## src/rtl/codec_slave.sv

```systemverilog
// codec_slave: slave-side serial audio port with a 24-bit left-justified, MSB-first format.
//
// The master drives the bit clock (i_bclk), the frame clock (i_lrck) and the DAC data (i_sdin).
// This block oversamples those lines with i_clk. It deserialises the received left and right
// words, and it serialises the transmit words onto o_sdout.
//
// Parameters
//   SYNC_STAGES  i_clk flip-flops on i_bclk/i_lrck/i_sdin (0..3). Use 0 only when the master
//                itself runs on i_clk.
//
// Build option
//   CODEC_SLAVE_LOOPBACK_EN  when defined, the transmit words are the received words
//                            (an echo one frame later), and i_tx_left/i_tx_right are ignored.
//
// Ports
//   i_clk, i_rst_n            system clock; asynchronous active-low reset
//   i_bclk, i_lrck, i_sdin    serial bus from the master (i_lrck: 1 = left, 0 = right)
//   o_sdout                   serial data to the master, updated after the bclk falling edge
//   i_tx_left, i_tx_right     words to transmit
//   o_rx_left, o_rx_right     last complete received frame
//   o_rx_valid                one-cycle pulse when o_rx_left/o_rx_right update
//   o_frame_err               one-cycle pulse when a half-frame carries fewer than 24 bits
module codec_slave #(
  parameter int unsigned SYNC_STAGES = 2
) (
  input  logic        i_clk,
  input  logic        i_rst_n,
  input  logic        i_bclk,
  input  logic        i_lrck,
  input  logic        i_sdin,
  output logic        o_sdout,
  input  logic [23:0] i_tx_left,
  input  logic [23:0] i_tx_right,
  output logic [23:0] o_rx_left,
  output logic [23:0] o_rx_right,
  output logic        o_rx_valid,
  output logic        o_frame_err
);

  localparam logic [4:0] WordBits = 5'd24;
  localparam logic [4:0] CntMax   = 5'd31;

  typedef enum logic [1:0] {
    StSync  = 2'd0,
    StLeft  = 2'd1,
    StRight = 2'd2
  } state_e;

  // ---------------------------------------------------------------------------
  // Input synchronisers: {bclk, lrck, sdin} travel together so they stay aligned.
  // ---------------------------------------------------------------------------
  logic [2:0] raw_in;
  logic [2:0] piped;
  assign raw_in = {i_bclk, i_lrck, i_sdin};

  generate
    if (SYNC_STAGES == 0) begin : g_no_sync
      assign piped = raw_in;
    end else begin : g_sync
      logic [2:0] sync_q [SYNC_STAGES];
      always_ff @(posedge i_clk or negedge i_rst_n) begin
        if (!i_rst_n) begin
          for (int i = 0; i < SYNC_STAGES; i++) sync_q[i] <= '0;
        end else begin
          sync_q[0] <= raw_in;
          for (int i = 1; i < SYNC_STAGES; i++) sync_q[i] <= sync_q[i-1];
        end
      end
      assign piped = sync_q[SYNC_STAGES-1];
    end
  endgenerate

  // History of the two clock lines. Edges are decoded combinationally, in the same cycle
  // in which the pipelined value changes.
  logic [1:0] hist_q;
  always_ff @(posedge i_clk or negedge i_rst_n) begin
    if (!i_rst_n) hist_q <= '0;
    else          hist_q <= piped[2:1];
  end

  logic bclk_rise, bclk_fall, lrck_rise, lrck_fall, sdin_s;
  assign bclk_rise = piped[2] & ~hist_q[1];
  assign bclk_fall = ~piped[2] & hist_q[1];
  assign lrck_rise = piped[1] & ~hist_q[0];
  assign lrck_fall = ~piped[1] & hist_q[0];
  assign sdin_s    = piped[0];

  // ---------------------------------------------------------------------------
  // State
  // ---------------------------------------------------------------------------
  state_e      state_q, state_d;
  logic [4:0]  cnt_q, cnt_d;
  logic [23:0] rx_shift_q, rx_shift_d;
  logic [23:0] tx_shift_q, tx_shift_d;
  logic [23:0] left_hold_q, left_hold_d;
  logic        left_ok_q, left_ok_d;
  logic [23:0] rx_left_q, rx_left_d;
  logic [23:0] rx_right_q, rx_right_d;
  logic        rx_valid_q, rx_valid_d;
  logic        frame_err_q, frame_err_d;
  logic        sdout_q, sdout_d;

  logic        start_half, load_left, load_right, in_frame;
  logic [23:0] tx_left_src, tx_right_src;

  always_comb begin
    state_d     = state_q;
    cnt_d       = cnt_q;
    rx_shift_d  = rx_shift_q;
    left_hold_d = left_hold_q;
    left_ok_d   = left_ok_q;
    rx_left_d   = rx_left_q;
    rx_right_d  = rx_right_q;
    rx_valid_d  = 1'b0;
    frame_err_d = 1'b0;
    start_half  = 1'b0;
    load_left   = 1'b0;
    load_right  = 1'b0;
    in_frame    = (state_q != StSync);

    // Frame-clock edges come first. The count and shift register that are checked here
    // belong to the half that is closing.
    unique case (state_q)
      StSync: begin
        if (lrck_rise) begin
          state_d    = StLeft;
          start_half = 1'b1;
          load_left  = 1'b1;
        end
      end
      StLeft: begin
        if (lrck_fall) begin
          state_d    = StRight;
          start_half = 1'b1;
          load_right = 1'b1;
          if (cnt_q >= WordBits) begin
            left_hold_d = rx_shift_q;
            left_ok_d   = 1'b1;
          end else begin
            frame_err_d = 1'b1;
            left_ok_d   = 1'b0;
          end
        end
      end
      StRight: begin
        if (lrck_rise) begin
          state_d    = StLeft;
          start_half = 1'b1;
          load_left  = 1'b1;
          left_ok_d  = 1'b0;  // each left word pairs with exactly one right word
          if (cnt_q >= WordBits) begin
            if (left_ok_q) begin
              rx_left_d  = left_hold_q;
              rx_right_d = rx_shift_q;
              rx_valid_d = 1'b1;
            end
          end else begin
            frame_err_d = 1'b1;
          end
        end
      end
      default: state_d = StSync;
    endcase

    // Bit counter and receive shifter. A bclk rise that coincides with the frame-clock edge
    // is bit 0 of the new half.
    if (start_half) begin
      if (bclk_rise) begin
        cnt_d      = 5'd1;
        rx_shift_d = {rx_shift_q[22:0], sdin_s};
      end else begin
        cnt_d      = 5'd0;
      end
    end else if (in_frame && bclk_rise) begin
      if (cnt_q < WordBits) rx_shift_d = {rx_shift_q[22:0], sdin_s};
      if (cnt_q != CntMax)  cnt_d = cnt_q + 5'd1;
    end
  end

`ifdef CODEC_SLAVE_LOOPBACK_EN
  // Load from the next-state value so that a word completing in this very cycle is echoed
  // in the following frame.
  assign tx_left_src  = rx_left_d;
  assign tx_right_src = rx_right_d;
  logic unused_tx;
  assign unused_tx = ^{i_tx_left, i_tx_right};
`else
  assign tx_left_src  = i_tx_left;
  assign tx_right_src = i_tx_right;
`endif

  // Transmit shifter. The bclk fall that coincides with the frame-clock edge starts bit 23,
  // so it is not allowed to advance the freshly loaded word. The zero fill keeps o_sdout low
  // after bit 0.
  always_comb begin
    tx_shift_d = tx_shift_q;
    if (load_left) begin
      tx_shift_d = tx_left_src;
    end else if (load_right) begin
      tx_shift_d = tx_right_src;
    end else if (in_frame && bclk_fall) begin
      tx_shift_d = {tx_shift_q[22:0], 1'b0};
    end
    sdout_d = (state_d != StSync) & tx_shift_d[23];
  end

  always_ff @(posedge i_clk or negedge i_rst_n) begin
    if (!i_rst_n) begin
      state_q     <= StSync;
      cnt_q       <= '0;
      rx_shift_q  <= '0;
      tx_shift_q  <= '0;
      left_hold_q <= '0;
      left_ok_q   <= 1'b0;
      rx_left_q   <= '0;
      rx_right_q  <= '0;
      rx_valid_q  <= 1'b0;
      frame_err_q <= 1'b0;
      sdout_q     <= 1'b0;
    end else begin
      state_q     <= state_d;
      cnt_q       <= cnt_d;
      rx_shift_q  <= rx_shift_d;
      tx_shift_q  <= tx_shift_d;
      left_hold_q <= left_hold_d;
      left_ok_q   <= left_ok_d;
      rx_left_q   <= rx_left_d;
      rx_right_q  <= rx_right_d;
      rx_valid_q  <= rx_valid_d;
      frame_err_q <= frame_err_d;
      sdout_q     <= sdout_d;
    end
  end

  assign o_sdout     = sdout_q;
  assign o_rx_left   = rx_left_q;
  assign o_rx_right  = rx_right_q;
  assign o_rx_valid  = rx_valid_q;
  assign o_frame_err = frame_err_q;

endmodule

```

## config.mk

```make
export PLATFORM = sky130hd
export DESIGN_NAME = codec_slave
export DESIGN_NICKNAME = d
export VERILOG_FILES = /design/src/rtl/codec_slave.sv
export SDC_FILE = /design/constraint.sdc
export NUM_CORES = 1
export LEC_CHECK = 0
export ABC_CLOCK_PERIOD_IN_PS = 2300
export CELL_PAD_IN_SITES_DETAIL_PLACEMENT = 1
export CELL_PAD_IN_SITES_GLOBAL_PLACEMENT = 2
export CORE_MARGIN = 5
export CORE_UTILIZATION = 36
export CTS_CLUSTER_DIAMETER = 40
export DETAILED_ROUTE_END_ITERATION = 7
export PLACE_DENSITY = 0.89
export RECOVER_POWER = 50
export SLEW_MARGIN = 30
export SYNTH_ARGS = -nofsm -noshare
export SYNTH_HDL_FRONTEND = slang
export SYNTH_SLANG_ARGS = --single-unit
```

## constraint.sdc

```tcl
create_clock -name i_clk -period 2.3 [get_ports i_clk]
set_input_delay 0.46 -clock i_clk [delete_from_list [all_inputs] [get_ports i_clk]]
set_output_delay 0.46 -clock i_clk [all_outputs]
set_load 0.005 [all_outputs]
```

* Word-level counts from Yosys, hierarchy flattened
Index checks and enable logic that the tools add are counted. Widths: inputs -> output; s select.
Operators by class: multiplexer cells 31, bitwise gates (word level) 9, reductions and logical operators 16, $add $sub $neg 1, order comparisons 2, equal/unequal tests 6
Operators with widths (count):
- $mux 24 | 7
- $mux 1 | 15
- $mux 5 | 3
- $reduce_bool 2->1 | 6
- $reduce_and 3->1 | 3
- $ne 2x2->1 const B | 3
- $pmux 1 s2 | 3
- $add 5x1->5 const B | 1
- $and 1x1->1 | 5
- $ge 5x5->1 const B | 1
- $lt 5x5->1 const B | 1
- $ne 5x5->1 const B | 1
- $mux 2 | 2
- $not 1->1 | 4
- $pmux 2 s2 | 1
- $reduce_and 4->1 | 1
- $reduce_bool 3->1 | 1
- $eq 2x1->1 const B | 1
- $eq 2x2->1 const B | 1
- $logic_and 1x1->1 | 2
- $logic_not 2->1 | 1
- $reduce_and 2->1 | 1
- $reduce_or 2->1 | 1
Storage, ports and cells: output and inout bits 51, input bits 53, word-level logic and storage cells 80, register bits after elaboration 139

* Logic depth before layout (Yosys ltp)
Gate-level depths: netlist (run 1).
depth in word-level cells 7, gate-level depth with buffers 9

* Worst setup path before layout (run 1)
OpenSTA, ideal clock, no wires.
path type flip-flop to flip-flop, from register cnt_q[0], to register cnt_q[3], period minus slack after synthesis 1.931 ns, arrival 1.800 ns, library setup time 0.131 ns, path buffers 0, cell stages (with the launch flop) 8, slack 0.369 ns, path through dfrtp_1 > ha_1 > and3_1 > ha_1 > nor4b_2 > nand4_1 > xor2_1 > nor2_1
Between the ends: longest elaborated chain between the ends 4
RTL lines:
- start, declared | line 92 | logic [4:0] cnt_q, cnt_d;
- start signal, assigned | line 222 | cnt_q <= cnt_d;
- $add 5x1->5 | line 176 | if (cnt_q != CntMax) cnt_d = cnt_q + 5'd1;
- $mux 5 | line 176
- $mux 5 | line 174 | end else if (in_frame && bclk_rise) begin
- $mux 5 | line 167 | if (start_half) begin
Parallel ways exist; a longest one is shown, timed or not. The select of a mux whose other input is x is not followed. A chain may end at the register's enable or synchronous reset.

* Worst setup path in the final report (run 1)
from register state_q[1], to register left_hold_q[14]
Between the ends: longest elaborated chain between the ends 2
RTL lines:
- start, declared | line 91 | state_e state_q, state_d;
- start signal, assigned | line 209 | state_q <= StSync;
- start signal, assigned | line 221 | state_q <= state_d;
- $eq 2x1->1 | line 123 | unique case (state_q)
- $reduce_and 3->1 (no line)
- end signal, assigned | line 225 | left_hold_q <= left_hold_d;
- end, declared | line 95 | logic [23:0] left_hold_q, left_hold_d;
No other way between the ends.

==> key figures, run 1 <==
Outcome
  • Status: finished, violations left
  • Failing checks: capacitance limit, slew limit

Drt
  • WL/cell: 17.57 microns
  • Drt total wl: 13.43 mm
  • Iter 0 DRT Violations: 118
  • Via count: 3,723
  • Number of remaining DRC errors: 0
  • ANT nets after route: 0
  • Drt first pass iters: 4
  • Vias/cell: 4.873

STA
  • Pins Over Slew Limit: 55
  • Final setup TNS: 0 ns
  • Crit share post-route: 91.96%
  • Endpoints failing setup: 0
  • Slew headroom: -0.5121%
  • Fmax: 472.8 MHz
  • Worst Skew: 0.008169 ns
  • Fin crit period: 2.115 ns
  • Final hold vios: 0
  • Worst Max-Slew Pin Slew: 1.508 ns
  • RSZ-0062 raised after global routing: no

Clock tree
  • Root buffer cell: clkbuf_16
  • TritonCTS clock tree: yes
  • Clock Path Buffers: 2
  • CTS Buf Count: 17
  • Clk slew on worst S/H paths: 0.06 ns
  • Clock sinks: 139
  • H-tree depth: 4
  • Clock insertion delay at the later pin of the skew report: 0.42 ns

Die
  • Die height: 137.3 microns
  • Die area: 18,850 sq um
  • Starting Density: 36.72%
  • Chip Width: 137.3 microns
  • Core Box Area: 15,890 sq um
  • Row count: 46
  • I/O Pins: 104

Placement
  • Number of port buffers: 103
  • HPWL after DPL: 9.089 mm
  • Placed cell count: 731
  • GPL Wtd Cong: 0.7357
  • Post-DP Area: 7098 sq um

Hold path
  • Hold EP: piped[2]
  • Hold Path Stages: 0
  • Hold wc startpoint: g_sync.sync_q[5]
  • Hold Path Class: flip-flop to flip-flop

Cells and area
  • # nets final: 596
  • Fin area: 7672 sq um
  • Share of cells above drive strength 1: 25.18%
  • Non-filler cells, final: 764
  • Layout area overhead: 31.53%
  • Ant. Diodes: 0

Logic synthesis
  • Syn Inst Count: 422
  • Largest family of logic cells by synthesized area: multiplexers
  • Unique cell type count in the Yosys netlist: 42
  • Synthesized cell area: 5833 sq um
  • Mux cell area share after synthesis: 20.36%
  • Main flop type after synthesis: dfrtp_1
  • Ys async rst share: 100.0%
  • Synth Area in XOR/XNOR: 0.4505%
  • Yosys warnings: 0
  • Number of flops mapped to enable cells by yosys: 0
  • Simple-gate share of the synthesized area: 5.942%
  • Flops & latches, synth: 139
  • Post-synthesis compound-gate area fraction: 7.979%
  • Synth Area in Adders: 1.716%
  • Syn Nets: 483
  • Syn avg cell area: 13.82 sq um
  • Part of the Yosys area used for sequential elements: 59.63%

Setup path
  • Max incr delay on CP: 0.47 ns
  • Maximum fanout along the worst path: 24
  • CP max-delay cell: or3_2
  • R2R Setup Slk: 0.18 ns
  • CP required: 2.60 ns
  • Crit. End Element: flip-flop
  • CP Cell Sequence: inv_1 -> ha_1 -> inv_1 -> or3_2 -> buf_4 -> mux2_4
  • CP startpoint kind: flip-flop
  • Critical path class: flip-flop to flip-flop
  • Reg2Reg Depth: 6
  • Most frequent CP cell: inv_1
  • Worst r2r src: state_q[1]
  • Critical path arrival: 2.42 ns
  • Reg-to-Reg End: left_hold_q[14]

GRT
  • Largest net degree at the start of global routing: 57
  • Global-route wire length before repair: 22.09 mm
  • Grt total ovfl: 0
  • Overall Global Routing Usage: 15.18%
  • Initial antenna violation count: 0
  • Vias in the first global route: 4,228

Pwr
  • Max VDD drop: 0.6012 mV
  • Static Leak: 3.628 nW
  • Pwr Density: 935.8 nW/um^2

Run
  • Total of max-cap violations: 1
[layout by cell type (no fill, tap or decap), drive strengths merged]
cell	n
a211o	1
a21oi	10
a221oi	1
a22oi	24
a2bb2oi	1
a31oi	22
a41oi	1
and3	2
and3b	1
buf	14
bufinv	1
clkbuf	21
clkdlybuf4s50	87
clkinv	4
clkinvlp	3
dfrtp	139
dlygate4sd3	16
ha	8
inv	12
mux2	97
mux2i	2
nand2	29
nand2b	2
nand3	1
nand3b	1
nand4	1
nor2	32
nor3	2
nor3b	1
nor4b	1
o21ai	5
o21ba	1
o22ai	1
or3	1
xnor2	1
xor2	2
[registers in the layout (all words and copies together), names as in the netlist, 3 cells and up]
register       flops
left_hold_q       24
g_sync.sync_q      3
piped              3
cnt_q              5
rx_shift_q        24
tx_shift_q        24
o_rx_right        24
o_rx_left         24
[per-stage QoR]
step	power [W]	util [%]	hold slack, ns	worst slack (ns)
5_1_grt	0.007614	48.30	0.3539	0.03280
2_1_floorplan	0.004116	-	0.1644	0.3687
6_report	0.007180	48.30	0.3498	0.1848
3_3_place_gp	0.004486	44.68	0.3389	0.3158
4_1_cts	0.007297	48.39	0.3512	0.1698
3_5_place_dp	0.004596	44.68	0.3371	0.2084
[report_power, final]
| part | internal (W) | switching, W |
|---|---|---|
| registers | 0.00281 | 0.000272 |
| clock network | 0.00158 | 0.00106 |
| logic | 0.000663 | 0.000793 |
| total | 0.00505 | 0.00213 |
[cells by family after synthesis]
logic type	count (synthesis)
flip-flops	139
multiplexers	99
AND/OR/NAND/NOR	74
AO/OA/AOI/OAI	67
buffers and inverters	32
adder cells (fa/ha/maj)	8
XOR/XNOR	3
[final cells by class]
| type | instances | area [sq um] |
|---|---|---|
| fill | 1649 | 8213 |
| sequential | 139 | 3478 |
| multi-input combinational | 251 | 2120 |
| timing repair buffer | 118 | 1191 |
| clock buffer | 20 | 466.7 |
| tap | 216 | 270.3 |
| clock inverter | 12 | 111.4 |
| inverter | 8 | 35.03 |
[layer usage]
| layer | share of wire (%) | track usage [%] | wire length [microns] |
|---|---|---|---|
| met1 | 43 | 18.52 | 5836 |
| met2 | 50 | 25.89 | 6748 |
| met3 | 5.0 | 4.492 | 667 |
| met4 | 1.3 | 4.767 | 174 |
| met5 | 0 | 0 | 0 |
[critical path, delay by kind of cell (launching register included)]
| family | cells | cell delay, ns |
|---|---|---|
| buffers and inverters | 3 | 0.52 |
| muxes | 1 | 0.35 |
| and+or+nand+nor | 1 | 0.47 |
| DFF | 1 | 0.41 |
| adders and majority gates | 1 | 0.23 |
[Yosys cell counts (2+ instances only)]
cell type / instances / share of area (%)
dfrtp_1: 139 / 60
and3_1: 2 / 0.21
mux2_4: 20 / 5.1
a31oi_1: 22 / 2.4
a22oi_1: 24 / 3.1
inv_1: 7 / 0.45
clkbuf_1: 2 / 0.13
mux2_1: 15 / 2.9
buf_4: 3 / 0.39
o21ai_0: 4 / 0.34
mux2i_1: 2 / 0.34
a21oi_1: 8 / 0.69
buf_6: 11 / 2.1
buf_2: 8 / 0.69
nand2_1: 28 / 1.8
ha_1: 8 / 1.7
xor2_1: 2 / 0.30
mux2_2: 62 / 12
nor2_1: 32 / 2.1
[worst max-delay path by stage]
stage | slack [ns] | start | cells past startpoint | end
floorplan | 0.37 | cnt_q[0] | 7 | cnt_q[3]
global placement | 0.32 | state_q[0] | 7 | rx_shift_q[0]
detailed placement | 0.21 | state_q[1] | 6 | left_hold_q[14]
CTS | 0.17 | state_q[1] | 6 | left_hold_q[14]
global route | 0.03 | i_rst_n | 3 | o_rx_right[0]
finish | 0.18 | state_q[1] | 6 | left_hold_q[14]
[repair_timing]
item / 4_1_cts / 5_1_grt
buffers inserted: 0 / 0
hold buffers: 1 / 0
endpoints found under the setup margin: 0 / 0
endpoints found under the hold margin: 1 / 0
gates resized for setup: 0 / 0
Note: power is estimated with default switching activity, not from simulation.
==> inputs of run 2 (changes only) <==
Settings changed: CTS_CLUSTER_SIZE from default to 40.
==> results of run 2 <==
Same layout as run 1: the final DEF is identical, and so are final timing and power.
